`config.mk`:
```
export PLATFORM = sky130hd
export DESIGN_NAME = ma_rr_sched
export DESIGN_NICKNAME = d
export VERILOG_FILES = /design/src/rtl/ma_rr_sched.sv
export SDC_FILE = /design/constraint.sdc
export NUM_CORES = 1
export LEC_CHECK = 0
export CAP_MARGIN = 25
export CORE_MARGIN = 2
export CORE_UTILIZATION = 34
export DETAILED_ROUTE_END_ITERATION = 8
export PLACE_DENSITY = 0.54
export SLEW_MARGIN = 20
export SYNTH_ARGS = -nofsm -noshare
export SYNTH_HDL_FRONTEND = slang
export SYNTH_SLANG_ARGS = --single-unit
```
`constraint.sdc`:
```
create_clock -name clk -period 4.5 [get_ports clk]
set_input_delay 0.9 -clock clk [delete_from_list [all_inputs] [get_ports clk]]
set_output_delay 0.9 -clock clk [all_outputs]
set_load 0.05 [all_outputs]
```
`src/rtl/ma_rr_sched.sv`:
```
// Slot-timed 4-channel sample scheduler with per-channel 4-sample moving average.
// Define MA_FIXED_PRIO_EN for fixed-priority selection (ch0 highest) instead of round-robin.
module ma_rr_sched #(
    parameter int unsigned c_clkfreq = 100000000,
    parameter int unsigned c_rate    = 10
) (
    input  logic        clk,
    input  logic        rst,
    input  logic [3:0]  req_i,
    input  logic [31:0] data_i,
    output logic [3:0]  gnt_o,
    output logic        out_valid_o,
    output logic [1:0]  out_ch_o,
    output logic [9:0]  dataout_o
);

    localparam int unsigned P  = c_clkfreq / c_rate;
    localparam int unsigned CW = $clog2(P + 1);
    localparam logic [CW-1:0] PCnt = CW'(P);
    localparam logic [CW-1:0] OneCnt = CW'(1);

    typedef enum logic [1:0] {StIdle, StGrant, StCalc, StOut} state_e;

    state_e        state_q, state_d;
    logic [CW-1:0] cnt_q, cnt_d;
    logic          tick;
    logic [1:0]    sel_ch;
    logic [1:0]    sel_q;
    logic [7:0]    sample_q;
    logic [7:0]    h0_q [4];
    logic [7:0]    h1_q [4];
    logic [7:0]    h2_q [4];
    logic [9:0]    sum;
    logic [1:0]    out_ch_q;
    logic [9:0]    dataout_q;
    logic          do_grant;

    assign tick     = (cnt_q == PCnt);
    assign cnt_d    = tick ? OneCnt : cnt_q + OneCnt;
    assign do_grant = (state_q == StIdle) && tick && (req_i != 4'b0000);

`ifdef MA_FIXED_PRIO_EN
    always_comb begin
        sel_ch = 2'd0;
        for (int i = 3; i >= 0; i--) begin
            if (req_i[i]) sel_ch = 2'(i);
        end
    end
`else
    logic [1:0] last_q;
    logic [1:0] idx;

    // Descending scan so the smallest offset from last_q + 1 wins.
    always_comb begin
        sel_ch = 2'd0;
        idx    = 2'd0;
        for (int i = 4; i >= 1; i--) begin
            idx = last_q + 2'(i);
            if (req_i[idx]) sel_ch = idx;
        end
    end

    always_ff @(posedge clk or negedge rst) begin
        if (!rst) begin
            last_q <= 2'd3;
        end else if (do_grant) begin
            last_q <= sel_ch;
        end
    end
`endif

    always_comb begin
        state_d     = state_q;
        gnt_o       = 4'b0000;
        out_valid_o = 1'b0;
        unique case (state_q)
            StIdle:  if (do_grant) state_d = StGrant;
            StGrant: begin
                gnt_o   = 4'b0001 << sel_q;
                state_d = StCalc;
            end
            StCalc:  state_d = StOut;
            StOut: begin
                out_valid_o = 1'b1;
                state_d     = StIdle;
            end
            default: state_d = StIdle;
        endcase
    end

    assign sum = {2'b00, h2_q[sel_q]} + {2'b00, h1_q[sel_q]} + {2'b00, h0_q[sel_q]}
               + {2'b00, sample_q};

    always_ff @(posedge clk or negedge rst) begin
        if (!rst) begin
            state_q   <= StIdle;
            cnt_q     <= OneCnt;
            sel_q     <= 2'd0;
            sample_q  <= 8'd0;
            out_ch_q  <= 2'd0;
            dataout_q <= 10'd0;
            for (int k = 0; k < 4; k++) begin
                h0_q[k] <= 8'd0;
                h1_q[k] <= 8'd0;
                h2_q[k] <= 8'd0;
            end
        end else begin
            state_q <= state_d;
            cnt_q   <= cnt_d;
            if (do_grant) sel_q <= sel_ch;
            // Sample is taken in GRANT whether or not the requester still holds req_i.
            if (state_q == StGrant) sample_q <= data_i[8*sel_q +: 8];
            if (state_q == StCalc) begin
                h2_q[sel_q] <= h1_q[sel_q];
                h1_q[sel_q] <= h0_q[sel_q];
                h0_q[sel_q] <= sample_q;
                out_ch_q    <= sel_q;
                dataout_q   <= {2'b00, sum[9:2]};
            end
        end
    end

    assign out_ch_o  = out_ch_q;
    assign dataout_o = dataout_q;

endmodule

```
## After elaboration in Yosys (flattened, before gate mapping)

Cells that the tools add are included.

- Output and inout port bits: 17
- Word-level logic and storage cells: 76
- Bits in registers: 144
- Input bits: 38

- Shift operators: 2
- $lt $le $gt $ge: 6
- Eq/ne operators: 5
- Add/sub/neg operators: 7
- Bitwise gates (word level): 1
- Muxes and demuxes: 31
- Reduce and logical (&&, ||, !) cells: 5

Operators with widths:

| kind | count |
|---|---|
| 32-bit bitwise mux | 3 |
| 8-bit two-way mux | 7 |
| 8-bit binary-select mux with 2-bit select | 3 |
| 32-bit by 6-bit variable part select with 8-bit output | 1 |
| 24-bit by 1-bit adder with 24-bit output, second input constant | 1 |
| 24-bit == test, second input constant | 1 |
| 24-bit two-way mux | 1 |
| 8-bit demux with 2-bit select | 1 |
| 2-bit by 3-bit < comparator with 1-bit output, second input constant | 4 |
| 10-bit by 8-bit adder with 10-bit output | 1 |
| 9-bit by 8-bit adder with 10-bit output | 1 |
| 2-bit two-way mux | 5 |
| 8-bit by 8-bit adder with 9-bit output | 1 |
| 1-bit binary-select mux with 2-bit select | 4 |
| 2-bit case mux with 4 select lines | 1 |
| 1-bit two-way mux | 5 |
| 2-bit adder, second input constant | 2 |
| 2-bit == test, second input constant | 2 |
| 4-bit two-way mux | 1 |
| 4-bit nonzero test | 1 |
| 1-bit by 2-bit << shifter with 4-bit output, first input constant | 1 |
| 3-bit >= comparator, second input constant | 1 |
| 1-bit logical AND | 3 |
| 3-bit by 1-bit < comparator with 1-bit output, second input constant | 1 |
| other kinds (5) | 5 |

## Logic depth before layout (Yosys ltp)

Gate-level depths: netlist of run 1.

- Word-level depth: 7
- Gate-level depth with buffers: 16
- Mapped depth without buffers: 13

## Worst setup path after synthesis of run 1

Ideal clock, no wire load.

- Kind: flip-flop to flip-flop
- Start: reg sel_q[0]
- End: reg dataout_q[7] (netlist: dataout_o[7])
- Arrival time: 4.050 ns
- Library setup time: 0.124 ns
- Period minus slack after synthesis: 4.174 ns
- Buffers on the path: 3
- Data required time: 4.376 ns
- Path slack: 0.326 ns
- Cell stages (with the launch flop): 17
- Path through: dfrtp_1 buf_2 buf_4 buf_4 mux4_2 inv_1 fa_1 inv_1 fa_1 nor2b_1 and2_1 fa_1 a21o_1 a21oi_1 o21ai_0 o211a_1 o31a_1

- Word-level cells in the longest chain between the ends: 7
- Elaborated cells on any way between the ends: 13
- Classes of those cells: 3 x add/sub; 9 x mux; 1 x bitwise

RTL lines:

| item | RTL line | source |
|---|---|---|
| from (decl) | 28 | `logic [1:0] sel_q;` |
| from (signal assigned) | 110 | `if (do_grant) sel_q <= sel_ch;` |
| 2-bit inverter with 3-bit output (not written as such) (*) | 91 | `assign sum = {2'b00, h2_q[sel_q]} + {2'b00, h1_q[sel_q]} + {2'b00, h0_q[sel_q]}` |
| 8-bit binary-select mux with 2-bit select | 91 |  |
| 8-bit two-way mux (not written as such) (2 in a row) | 91 |  |
| 8-bit by 8-bit adder with 9-bit output | 91 |  |
| 9-bit by 8-bit adder with 10-bit output (*) | 91 |  |
| 10-bit by 8-bit adder with 10-bit output (*) | 92 | `+ {2'b00, sample_q};` |
| to (signal assigned) | 118 | `dataout_q <= {2'b00, sum[9:2]};` |
| to (decl) | 35 | `logic [9:0] dataout_q;` |

Every way passes the cells marked *; elsewhere a longest branch is shown, timed or not. The select of a mux whose other input is x is not followed.
A chain may end at the register's enable or synchronous reset.

## Worst setup path in the final report of run 1

Ends and elaborated chain as after synthesis.

==> metrics.txt, run 1 <==
# TYPE chip_impl_metric gauge
chip_impl_metric{name="port_buffers",unit=""} 52
chip_impl_metric{name="detail_route.wirelength",unit="µm"} 15400
chip_impl_metric{name="global_route.overflow_total",unit=""} 0
chip_impl_metric{name="power_frac_clock",unit="%"} 49.2
chip_impl_metric{name="antenna_violating_nets_post_route",unit=""} 0
chip_impl_info{name="ctsRootBufferMaster",value="clkbuf_16"} 1
chip_impl_metric{name="timing.final.crit_share",unit="%"} 91.2
chip_impl_metric{name="htree_num_levels",unit=""} 4
chip_impl_metric{name="cts_inserted_buffers",unit=""} 17
chip_impl_metric{name="pin_count",unit=""} 55
chip_impl_metric{name="number_of_global_route_vias_before_repair",unit=""} 5015
chip_impl_info{name="hold_path_class",value="flop to flop"} 1
chip_impl_metric{name="critical_path.max_fanout",unit=""} 14
chip_impl_metric{name="initial_standard_cell_utilization_of_the_core",unit="%"} 34.4
chip_impl_metric{name="synth_cells",unit=""} 638
chip_impl_metric{name="dp_hpwl",unit="µm"} 10600
chip_impl_metric{name="post_route_setup_tns",unit="ps"} 0
chip_impl_metric{name="ys_ff_latch",unit=""} 144
chip_impl_metric{name="routed-via-count",unit=""} 4802
chip_impl_info{name="yosysMostFrequentCell",value="dfrtp_1"} 1
chip_impl_metric{name="number_of_sinks_on_the_clock_net",unit=""} 144
chip_impl_metric{name="netlist.area_leader.share",unit="%"} 49.2
chip_impl_metric{name="grt_pass1_wl",unit="µm"} 26000
chip_impl_metric{name="grt_antenna_before_repair",unit=""} 0
chip_impl_info{name="status",value="complete, no violations"} 1
chip_impl_metric{name="power.ir.vdd_worst",unit="µV"} 277
chip_impl_metric{name="drt_first_iter_violations",unit=""} 241
chip_impl_info{name="startpoint_class_of_the_critical_path",value="flop"} 1
chip_impl_metric{name="seq_power_share",unit="%"} 44.6
chip_impl_metric{name="clk_latency",unit="ps"} 420
chip_impl_metric{name="die_h",unit="µm"} 149
chip_impl_metric{name="fp.coreArea",unit="mm²"} 0.0208
chip_impl_metric{name="pwr_density_cell",unit="mW/mm²"} 342
chip_impl_metric{name="final_layout_size_suffix_gt1_share",unit="%"} 16.9
chip_impl_info{name="post-synth-top-area-cell",value="dfrtp_1"} 1
chip_impl_metric{name="yosys_warnings",unit=""} 0
chip_impl_metric{name="die_area",unit="mm²"} 0.0223
chip_impl_metric{name="crit_arrival",unit="ps"} 4400
chip_impl_metric{name="cts-resized-gates",unit=""} 0
chip_impl_info{name="tritoncts",value="done"} 1
chip_impl_metric{name="p_int",unit="mW"} 2.26
chip_impl_metric{name="final-setup-viol-count",unit=""} 0
chip_impl_metric{name="postCtsSetupBuffers",unit=""} 0
chip_impl_metric{name="cap_viol_max_count",unit=""} 0
chip_impl_metric{name="combPwrFrac",unit="%"} 6.2
chip_impl_metric{name="die_width",unit="µm"} 149
chip_impl_metric{name="fin_nets",unit=""} 754
chip_impl_info{name="prevailing_post_synth_register_cell",value="dfrtp_1"} 1
chip_impl_metric{name="synth_edf_count",unit=""} 0
chip_impl_metric{name="fraction_of_power_spent_switching_nets",unit="%"} 23.0
chip_impl_metric{name="final-hold-violation-count",unit=""} 0
chip_impl_metric{name="grt_max_degree",unit=""} 111
chip_impl_metric{name="synthesis.area",unit="mm²"} 0.00717
chip_impl_metric{name="layout-area-overhead-vs-synth",unit="%"} 19.9
chip_impl_metric{name="antenna_cells",unit=""} 0
chip_impl_metric{name="final_core_util",unit="%"} 41.3
chip_impl_metric{name="report.final.slew_viol_count",unit=""} 0
chip_impl_metric{name="ctsHoldBuffers",unit=""} 0
chip_impl_metric{name="cts-root-to-sink-buffers",unit=""} 2
chip_impl_metric{name="post_synthesis_average_cell_area",unit="µm²"} 11.2
chip_impl_metric{name="final.setup_skew",unit="ps"} 9.10
chip_impl_info{name="synth_top_cells_by_area",value="dfrtp_1, mux4_2, o21ai_0"} 1
chip_impl_metric{name="grt_usage",unit="%"} 14.9
chip_impl_metric{name="sw_power",unit="mW"} 0.676
chip_impl_metric{name="cts.reportedPaths.clkPinSlew",unit="ps"} 70
chip_impl_metric{name="totalPowerFinal",unit="mW"} 2.94
chip_impl_metric{name="hold_ws",unit="ps"} 475
chip_impl_metric{name="critical_path_required",unit="ps"} 4800
chip_impl_info{name="setup_repair_after_global_routing_missed_its_margin",value="no"} 1
chip_impl_metric{name="cellLeakagePower",unit="nW"} 3.85
chip_impl_info{name="synth_commonest_cells",value="dfrtp_1, nand2_1, o21ai_0, inv_1, mux4_2"} 1
chip_impl_metric{name="avgRoutedWirePerCell",unit="µm"} 15.8
chip_impl_metric{name="post_synth_num_cell_types",unit=""} 51
chip_impl_metric{name="synth_seq_area_share",unit="%"} 50.3
chip_impl_metric{name="fillers",unit=""} 2019
chip_impl_metric{name="drt_pre_antenna_iters",unit=""} 4
chip_impl_metric{name="max-slew-margin-rel",unit="%"} 39.9
chip_impl_metric{name="drcViolationCount",unit=""} 0
chip_impl_metric{name="placementRows",unit=""} 53
chip_impl_metric{name="drt-vias-per-instance",unit=""} 4.93
chip_impl_metric{name="timing_worst_slew_pin_value",unit="ps"} 901
chip_impl_metric{name="synth_async_sr_flop_share",unit="%"} 100
chip_impl_info{name="kind_of_critical_path",value="flop to flop"} 1
chip_impl_info{name="setup.worst_path.end_class",value="flop"} 1
chip_impl_metric{name="routabilityCongestion",unit=""} 0.761
chip_impl_metric{name="post-route-min-period",unit="ps"} 4100
chip_impl_metric{name="max_clock_freq",unit="MHz"} 244
layout by cell type (no fill, tap or decap), drive strengths merged, types with 2 or more instances in the layout:
| master | count |
|---|---|
| dfrtp | 141 |
| nand2 | 103 |
| o21ai | 94 |
| inv | 55 |
| clkdlybuf4s50 | 51 |
| mux4 | 32 |
| mux2 | 23 |
| nor2 | 20 |
| clkbuf | 18 |
| fa | 16 |
| nand3 | 15 |
| xnor2 | 14 |
| ha | 14 |
| buf | 11 |
| xor2 | 9 |
| and3 | 9 |
| a21o | 6 |
| a21oi | 6 |
| mux2i | 5 |
| clkinv | 5 |
| nor3 | 4 |
| nand4 | 4 |
| bufinv | 3 |
| clkinvlp | 3 |
| dfstp | 3 |
| and4b | 2 |
| nand2b | 2 |
| and4 | 2 |
| nor2b | 2 |
| o22ai | 2 |
| or4 | 2 |
| a21boi | 2 |
| o21bai | 2 |
| and2 | 2 |
| conb | 2 |
| or3 | 2 |
critical path, stage by stage (launching register included):
cell	delay, ps
dfrtp_2	590
buf_4	330
mux4_2	530
inv_1	160
fa_1	200
inv_1	50
fa_1	410
nor2b_1	160
and2_1	150
fa_1	410
a21o_1	180
a21oi_1	280
o21ai_0	120
o211a_1	140
o31a_1	280
kinds of logic after synthesis:
kind of cell,Yosys count,synth area share [%]
buffers and inverters,86,4.82
flip-flops,144,50.3
other,1,0.0523
multiplexers,60,14.4
adder cells (fa/ha/maj),30,6.91
XOR/XNOR,23,2.81
AND/OR/NAND/NOR,173,11.3
AO/OA/AOI/OAI,121,9.38
layer usage:
metal | vias up | part of all wire (%) | track usage (%)
li1 | 2281 | - | -
met1 | 2411 | 47 | 20.1
met2 | 94 | 49 | 24.6
met3 | 16 | 3.3 | 3.30
met4 | 0 | 0.88 | 3.90
met5 | - | 0 | 0
power by group through the flow:
stage	clock [mW]	sequential, mW	combinational (mW)
3_5_place_dp	0	1.33	0.183
3_3_place_gp	0	1.33	0.180
6_report	1.45	1.31	0.181
5_1_grt	1.54	1.31	0.203
4_1_cts	1.48	1.31	0.185
2_1_floorplan	0	1.34	0.0831
registers in the layout, indices dropped and copies added (netlist names):
register,flops
h2_q,32
dataout_o,8
state_q,2
h1_q,32
last_q,2
sel_q,2
h0_q,32
sample_q,8
out_ch_o,2
cnt_q,24
path summary, 6_finish.rpt:
path	start	to	slack (ps)	depth (start not counted)
max in group asynchronous	rst	h1_q[2]	3050	2
worst min-delay path	cnt_q[23]	cnt_q[23]	470	1
worst max-delay path	sel_q[0]	dataout_o[7]	400	14
worst min register to register	cnt_q[23]	cnt_q[23]	470	1
min in group asynchronous	rst	h2_q[28]	590	1
worst max register to register	sel_q[0]	dataout_o[7]	400	14
through the flow:
stage               instances  cell area [µm²]  setup slack [ps]
floorplan                 639             7170               326
global placement          941             7960               478
detailed placement        941             7960               440
CTS                       973             8570               424
global route              974             8590               132
finish                    974             8590               397
final cells by class:
cell class / count / area, µm² / area share (%)
tap: 275 / 344 / 4.00
inverter: 51 / 191 / 2.23
sequential: 144 / 3610 / 42.0
clock inverter: 15 / 184 / 2.14
timing repair buffer: 63 / 619 / 7.21
multi-input combinational: 409 / 3220 / 37.5
clock buffer: 17 / 425 / 4.95
No activity file was read; power rests on OpenSTA's default activity.
==> run 2, diff against run 1 <==
--- a/config.mk
+++ b/config.mk
@@ -7,9 +7,9 @@
 export LEC_CHECK = 0
 export CAP_MARGIN = 25
 export CORE_MARGIN = 2
-export CORE_UTILIZATION = 34
+export CORE_UTILIZATION = 36
 export DETAILED_ROUTE_END_ITERATION = 8
-export PLACE_DENSITY = 0.54
+export PLACE_DENSITY = 0.57
 export SLEW_MARGIN = 20
 export SYNTH_ARGS = -nofsm -noshare
 export SYNTH_HDL_FRONTEND = slang
==> run 2 against run 1 <==
Hold slack got worse by 1.3 ps. First-iteration DRC count down 19%. Setup slack improved by 66 ps. Global-route usage up 0.52 points. Routed wire length shrank 2.2%. Non-clock buffer count fell by 1. Via count is 0.48% lower. Clock skew shrank 1.6 ps. Count of clock-buffer cells in the layout up 1. Largest power group unchanged.
==> metrics.txt, run 2 (same netlist as run 1, synthesis figures left out) <==
# TYPE chip_impl_metric gauge
chip_impl_info{name="status",value="complete, no violations"} 1
chip_impl_metric{name="timing.final.crit_share",unit="%"} 89.7
chip_impl_metric{name="cts-resized-gates",unit=""} 0
chip_impl_metric{name="cellLeakagePower",unit="nW"} 3.85
chip_impl_metric{name="antenna_cells",unit=""} 0
chip_impl_metric{name="postCtsSetupBuffers",unit=""} 0
chip_impl_metric{name="crit_arrival",unit="ps"} 4330
chip_impl_metric{name="cts-root-to-sink-buffers",unit=""} 2
chip_impl_metric{name="final.setup_skew",unit="ps"} 7.47
chip_impl_metric{name="ctsHoldBuffers",unit=""} 0
chip_impl_metric{name="slowest_delay",unit="ps"} 540
chip_impl_metric{name="final_core_util",unit="%"} 43.9
chip_impl_metric{name="number_of_sinks_on_the_clock_net",unit=""} 144
chip_impl_metric{name="cap_viol_max_count",unit=""} 0
chip_impl_metric{name="die_h",unit="µm"} 145
chip_impl_metric{name="post-route-min-period",unit="ps"} 4040
chip_impl_metric{name="fillers",unit=""} 1856
chip_impl_metric{name="global_route.overflow_total",unit=""} 0
chip_impl_metric{name="routabilityCongestion",unit=""} 0.819
chip_impl_info{name="layout_common_cells",value="dfrtp_1, nand2_1, o21ai_0"} 1
chip_impl_metric{name="cp.depth",unit=""} 12
chip_impl_info{name="hold_path_class",value="flop to flop"} 1
chip_impl_metric{name="finalNonFillerCells",unit=""} 963
chip_impl_info{name="worstPathCellList",value="buf_4, mux4_2, inv_1, fa_1, fa_1, inv_1, fa_1, a21o_1, a21oi_1, o21ai_0, o211a_1, o31a_1"} 1
chip_impl_metric{name="final_layout_size_suffix_gt1_share",unit="%"} 16.8
chip_impl_info{name="timing.rr.start",value="sel_q[0]"} 1
chip_impl_info{name="hold_path_startpoint",value="h2_q[12]"} 1
chip_impl_metric{name="r2r_cells",unit=""} 12
chip_impl_info{name="crit_path_end",value="dataout_o[7]"} 1
chip_impl_metric{name="die_width",unit="µm"} 145
chip_impl_metric{name="power.ir.vdd_worst",unit="µV"} 235
chip_impl_metric{name="drt_pre_antenna_iters",unit=""} 4
chip_impl_info{name="startpoint_class_of_the_critical_path",value="flop"} 1
chip_impl_metric{name="max-slew-margin-rel",unit="%"} 38.9
chip_impl_metric{name="drt-vias-per-instance",unit=""} 4.96
chip_impl_metric{name="number_of_global_route_vias_before_repair",unit=""} 5069
chip_impl_info{name="largestRegisters",value="h0_q: 32 flops, h1_q: 32 flops, h2_q: 32 flops"} 1
chip_impl_info{name="crit_path_start",value="sel_q[0]"} 1
chip_impl_metric{name="grt_usage",unit="%"} 15.5
chip_impl_metric{name="routed-via-count",unit=""} 4779
chip_impl_metric{name="seq_area",unit="mm²"} 0.00361
chip_impl_metric{name="clk_latency",unit="ps"} 420
chip_impl_metric{name="placementRows",unit=""} 51
chip_impl_metric{name="grt_max_degree",unit=""} 101
chip_impl_info{name="critical_path.reg2reg.endpoint",value="dataout_o[7]"} 1
chip_impl_info{name="highest_delay_cell_along_the_critical_path",value="dfrtp_2"} 1
chip_impl_metric{name="hold_ws",unit="ps"} 473
chip_impl_info{name="critical_path.most_common_cell",value="fa_1"} 1
chip_impl_metric{name="critical_path_required",unit="ps"} 4800
chip_impl_metric{name="drt_first_iter_violations",unit=""} 196
chip_impl_metric{name="htree_num_levels",unit=""} 4
chip_impl_metric{name="cts_inserted_buffers",unit=""} 17
chip_impl_metric{name="avgRoutedWirePerCell",unit="µm"} 15.6
chip_impl_info{name="path_delay_family",value="adder cells"} 1
chip_impl_metric{name="detail_route.wirelength",unit="µm"} 15000
chip_impl_metric{name="layout-area-overhead-vs-synth",unit="%"} 19.7
chip_impl_metric{name="final-hold-violation-count",unit=""} 0
chip_impl_info{name="tritoncts",value="done"} 1
chip_impl_metric{name="critical_path.n_buffers_inverters",unit=""} 3
chip_impl_metric{name="cts.reportedPaths.clkPinSlew",unit="ps"} 60
chip_impl_metric{name="report.final.slew_viol_count",unit=""} 0
chip_impl_metric{name="fp.coreArea",unit="mm²"} 0.0195
chip_impl_metric{name="timing.final.ws_setup",unit="ps"} 463
chip_impl_metric{name="placed_insts",unit=""} 930
chip_impl_metric{name="critical_path.max_fanout",unit=""} 9
chip_impl_info{name="layout.cells.most_common",value="dfrtp_1"} 1
chip_impl_metric{name="grt_pass1_wl",unit="µm"} 25900
chip_impl_metric{name="drcViolationCount",unit=""} 0
chip_impl_metric{name="port_buffers",unit=""} 52
chip_impl_metric{name="die_area",unit="mm²"} 0.0210
chip_impl_metric{name="fin_nets",unit=""} 753
chip_impl_metric{name="final-setup-viol-count",unit=""} 0
chip_impl_metric{name="post_route_setup_tns",unit="ps"} 0
chip_impl_metric{name="dp_slack",unit="ps"} 424
chip_impl_metric{name="grt_antenna_before_repair",unit=""} 0
chip_impl_metric{name="multiInputGateArea",unit="mm²"} 0.00322
chip_impl_metric{name="dp_hpwl",unit="µm"} 10400
chip_impl_metric{name="antenna_violating_nets_post_route",unit=""} 0
chip_impl_metric{name="timing_worst_slew_pin_value",unit="ps"} 917
chip_impl_metric{name="initial_standard_cell_utilization_of_the_core",unit="%"} 36.7
chip_impl_metric{name="max_clock_freq",unit="MHz"} 248
chip_impl_metric{name="timing.reg2reg.setup_slack",unit="ps"} 460
chip_impl_info{name="ctsRootBufferMaster",value="clkbuf_16"} 1
chip_impl_info{name="setup_repair_after_global_routing_missed_its_margin",value="no"} 1
chip_impl_metric{name="pwr_density_cell",unit="mW/mm²"} 345
chip_impl_info{name="setup.worst_path.end_class",value="flop"} 1
chip_impl_metric{name="pin_count",unit=""} 55
chip_impl_info{name="kind_of_critical_path",value="flop to flop"} 1
==> run 2: changes by cell type in the layout (fill, tap and decap cells not counted), sizes merged <==
cell	delta
inv	-3
clkinv	+1
bufinv	+1
==> run 2: how the worst min path moves through the flow <==
stage	endpoint	depth (start not counted)
global route	h0_q[5]	2
finish	h2_q[12]	2
global placement	h1_q[27]	2
detailed placement	cnt_q[23]	1
CTS	cnt_q[23]	1
floorplan	cnt_q[23]	1
==> run 2: tightest hold or removal path: stages, from the launching register on <==
cell	delay (ps)
dfrtp_1	340
nand2_1	40
o21ai_0	60
==> run 2: per-stage QoR <==
stage               power (mW)  cell area, µm²
floorplan                 1.43            7170
global placement          1.51            7940
detailed placement        1.52            7940
CTS                       3.00            8560
global route              3.08            8580
finish                    2.96            8580
==> run 2: cell type report <==
class	instances	share of cell area, %
clock buffer	18	5.00
sequential	144	42.1
clock inverter	14	2.20
timing repair buffer	62	7.10
inverter	51	2.23
tap	265	3.86
multi-input combinational	409	37.5
==> run 2: layer usage <==
| metal | global-route usage (%) | part of all wire [%] |
|---|---|---|
| met1 | 20.5 | 47 |
| met2 | 25.4 | 48 |
| met3 | 3.74 | 3.3 |
| met4 | 4.61 | 1.3 |
| met5 | 0 | 0 |
==> run 2: power by group <==
group | leakage (nW) | total, mW | internal, mW | switching (mW)
sequential | 1.93 | 1.31 | 1.31 | 0.00519
combinational | 1.62 | 0.180 | 0.0776 | 0.102
clock | 0.296 | 1.47 | 0.926 | 0.545
total | 3.85 | 2.96 | 2.31 | 0.652
==> run 3, diff against run 2 <==
--- a/config.mk
+++ b/config.mk
@@ -10,6 +10,7 @@
 export CORE_UTILIZATION = 36
 export DETAILED_ROUTE_END_ITERATION = 8
 export PLACE_DENSITY = 0.57
+export RECOVER_POWER = 25
 export SLEW_MARGIN = 20
 export SYNTH_ARGS = -nofsm -noshare
 export SYNTH_HDL_FRONTEND = slang
==> run 3 against run 2 <==
Register-to-register slack barely moved. Largest cell class unchanged. The run now ends with capacitance limit, slew limit left. Clock skew is 0.93 ps lower. Final cell count unchanged. Non-clock buffer count unchanged. Critical path depth is the same.
==> metrics.txt, run 3 (same netlist as run 1, synthesis figures left out) <==
# TYPE chip_impl_metric gauge
chip_impl_metric{name="antenna_cells",unit=""} 0
chip_impl_metric{name="power_frac_clock",unit="%"} 49.7
chip_impl_info{name="setup.worst_path.end_class",value="flop"} 1
chip_impl_metric{name="multiInputGateArea",unit="mm²"} 0.00322
chip_impl_metric{name="drt_pre_antenna_iters",unit=""} 5
chip_impl_metric{name="timing.reg2reg.setup_slack",unit="ps"} 460
chip_impl_metric{name="fraction_of_power_spent_switching_nets",unit="%"} 22.1
chip_impl_info{name="crit_path_end",value="dataout_o[7]"} 1
chip_impl_metric{name="fillers",unit=""} 1858
chip_impl_metric{name="critical_path.max_fanout",unit=""} 9
chip_impl_metric{name="crit_arrival",unit="ps"} 4330
chip_impl_metric{name="die_h",unit="µm"} 145
chip_impl_metric{name="routabilityCongestion",unit=""} 0.819
chip_impl_metric{name="post-route-min-period",unit="ps"} 4040
chip_impl_metric{name="placedInstanceArea",unit="mm²"} 0.00794
chip_impl_metric{name="final_layout_size_suffix_gt1_share",unit="%"} 16.6
chip_impl_info{name="ctsRootBufferMaster",value="clkbuf_16"} 1
chip_impl_metric{name="finalNonFillerCells",unit=""} 963
chip_impl_metric{name="met3_length",unit="µm"} 496
chip_impl_metric{name="critical_path.n_buffers_inverters",unit=""} 3
chip_impl_metric{name="timing_worst_slew_pin_value",unit="ps"} 2500
chip_impl_metric{name="die_width",unit="µm"} 145
chip_impl_metric{name="cts-resized-gates",unit=""} 0
chip_impl_metric{name="combPwrFrac",unit="%"} 6.1
chip_impl_metric{name="number_of_global_route_vias_before_repair",unit=""} 5069
chip_impl_info{name="layout_common_cells",value="dfrtp_1, nand2_1, o21ai_0"} 1
chip_impl_metric{name="timing.final.crit_share",unit="%"} 89.7
chip_impl_info{name="failed_checks",value="capacitance limit, slew limit"} 1
chip_impl_info{name="tritoncts",value="done"} 1
chip_impl_info{name="layout.cells.most_common",value="dfrtp_1"} 1
chip_impl_metric{name="cts_inserted_buffers",unit=""} 17
chip_impl_metric{name="layout-area-overhead-vs-synth",unit="%"} 19.6
chip_impl_info{name="setup_repair_after_global_routing_missed_its_margin",value="no"} 1
chip_impl_metric{name="placed_insts",unit=""} 930
chip_impl_metric{name="final_core_util",unit="%"} 43.9
chip_impl_metric{name="drt-vias-per-instance",unit=""} 4.96
chip_impl_metric{name="cp.depth",unit=""} 12
chip_impl_metric{name="cellLeakagePower",unit="nW"} 3.84
chip_impl_metric{name="postCtsSetupBuffers",unit=""} 0
chip_impl_metric{name="routed-wl-met2",unit="µm"} 7280
chip_impl_info{name="startpoint_class_of_the_critical_path",value="flop"} 1
chip_impl_metric{name="number_of_sinks_on_the_clock_net",unit=""} 144
chip_impl_metric{name="clk_latency",unit="ps"} 420
chip_impl_info{name="path_delay_family",value="adder cells"} 1
chip_impl_metric{name="grt_max_degree",unit=""} 101
chip_impl_metric{name="final-setup-viol-count",unit=""} 0
chip_impl_metric{name="grt_antenna_before_repair",unit=""} 0
chip_impl_info{name="crit_path_start",value="sel_q[0]"} 1
chip_impl_metric{name="grt_usage",unit="%"} 15.5
chip_impl_metric{name="report.final.slew_viol_count",unit=""} 101
chip_impl_info{name="highest_delay_cell_along_the_critical_path",value="dfrtp_2"} 1
chip_impl_info{name="critical_path.reg2reg.endpoint",value="dataout_o[7]"} 1
chip_impl_info{name="worstPathCellList",value="buf_4, mux4_2, inv_1, fa_1, fa_1, inv_1, fa_1, a21o_1, a21oi_1, o21ai_0, o211a_1, o31a_1"} 1
chip_impl_metric{name="final-hold-violation-count",unit=""} 0
chip_impl_metric{name="seq_power_share",unit="%"} 44.3
chip_impl_metric{name="final.setup_skew",unit="ps"} 6.54
chip_impl_metric{name="placementRows",unit=""} 51
chip_impl_metric{name="pwr_density_cell",unit="mW/mm²"} 345
chip_impl_metric{name="initial_standard_cell_utilization_of_the_core",unit="%"} 36.7
chip_impl_metric{name="cts.reportedPaths.clkPinSlew",unit="ps"} 60
chip_impl_info{name="kind_of_critical_path",value="flop to flop"} 1
chip_impl_info{name="largestRegisters",value="h0_q: 32 flops, h1_q: 32 flops, h2_q: 32 flops"} 1
chip_impl_metric{name="global_route.overflow_total",unit=""} 0
chip_impl_metric{name="routed-via-count",unit=""} 4777
chip_impl_metric{name="fin_nets",unit=""} 753
chip_impl_metric{name="detail_route.wirelength",unit="µm"} 15000
chip_impl_metric{name="ctsHoldBuffers",unit=""} 0
chip_impl_info{name="timing.rr.start",value="sel_q[0]"} 1
chip_impl_metric{name="critical_path_required",unit="ps"} 4800
chip_impl_metric{name="slowest_delay",unit="ps"} 540
chip_impl_metric{name="p_int",unit="mW"} 2.31
chip_impl_metric{name="cts-root-to-sink-buffers",unit=""} 2
chip_impl_metric{name="fp.coreArea",unit="mm²"} 0.0195
chip_impl_metric{name="drcViolationCount",unit=""} 0
chip_impl_metric{name="wirelength_met1",unit="µm"} 7090
chip_impl_metric{name="max-slew-margin-rel",unit="%"} -66.9
chip_impl_metric{name="die_area",unit="mm²"} 0.0210
chip_impl_metric{name="r2r_cells",unit=""} 12
chip_impl_metric{name="drt_first_iter_violations",unit=""} 195
chip_impl_metric{name="max_clock_freq",unit="MHz"} 248
chip_impl_metric{name="power.ir.vdd_worst",unit="µV"} 236
chip_impl_metric{name="avgRoutedWirePerCell",unit="µm"} 15.6
chip_impl_metric{name="post_route_setup_tns",unit="ps"} 0
chip_impl_metric{name="postLayoutCellArea",unit="mm²"} 0.00857
chip_impl_metric{name="dp_hpwl",unit="µm"} 10400
chip_impl_info{name="status",value="finished, violations left"} 1
chip_impl_metric{name="antenna_violating_nets_post_route",unit=""} 0
chip_impl_metric{name="seq_area",unit="mm²"} 0.00361
chip_impl_metric{name="sw_power",unit="mW"} 0.653
chip_impl_metric{name="htree_num_levels",unit=""} 4
chip_impl_metric{name="cap_viol_max_count",unit=""} 1
chip_impl_info{name="highest-signal-layer",value="met4"} 1
chip_impl_info{name="critical_path.most_common_cell",value="fa_1"} 1
chip_impl_metric{name="grt_pass1_wl",unit="µm"} 25900
chip_impl_info{name="hold_path_class",value="flop to flop"} 1
chip_impl_metric{name="pin_count",unit=""} 55
chip_impl_metric{name="port_buffers",unit=""} 52
## run 3: cell count changes in the layout (fill, tap and decap cells not counted)
| cell | delta |
|---|---|
| buf_6 | -1 |
| clkbuf_2 | +1 |
| dfstp_1 | +1 |
| dfstp_2 | -1 |
## run 3: layout make-up
type | instances | area share (%)
Multi-Input combinational cell | 409 | 37.6
Clock inverter | 14 | 2.20
Sequential cell | 144 | 42.1
Clock buffer | 18 | 5.01
Timing Repair Buffer | 62 | 7.03
Tap cell | 265 | 3.87
Inverter | 51 | 2.23
## run 3: per-stage QoR
| step | hold WS (ps) | setup slack, ps | power, mW |
|---|---|---|---|
| after floorplan | 438 | 326 | 1.43 |
| after global placement | 457 | 505 | 1.51 |
| after detailed placement | 466 | 424 | 1.52 |
| after CTS | 476 | 415 | 3.00 |
| after global routing | 498 | 246 | 3.08 |
| final | 473 | 464 | 2.96 |
## run 3: how the worst min path moves through the flow
stage                      endpoint       from  cells after the start  slack [ps]
final                      h2_q[12]   h2_q[12]                      2         470
after global placement     h1_q[27]   h1_q[27]                      2         460
after detailed placement  cnt_q[23]  cnt_q[23]                      1         470
after CTS                 cnt_q[23]  cnt_q[23]                      1         480
after global routing        h0_q[5]    h0_q[5]                      2         500
after floorplan           cnt_q[23]  cnt_q[23]                      1         440
## run 3: worst register-to-register path: stages (launching register included)
cell and delay [ps]:
dfrtp_2 540, buf_4 300, mux4_2 520, inv_1 80, fa_1 430, fa_1 520
inv_1 70, fa_1 460, a21o_1 180, a21oi_1 250, o21ai_0 130, o211a_1 150
o31a_1 280
## run 3: power by group through the flow
stage / sequential, mW / combinational (mW) / clock [mW]
floorplan: 1.34 / 0.0831 / 0
global placement: 1.33 / 0.177 / 0
detailed placement: 1.33 / 0.183 / 0
CTS: 1.31 / 0.184 / 1.51
global route: 1.31 / 0.201 / 1.57
finish: 1.31 / 0.179 / 1.47
## run 3: layer usage
layer	vias to the layer above	GRT usage, %
met1	2414	20.5
met2	74	25.4
met4	0	4.61
met5	-	0
li1	2276	-
met3	13	3.74
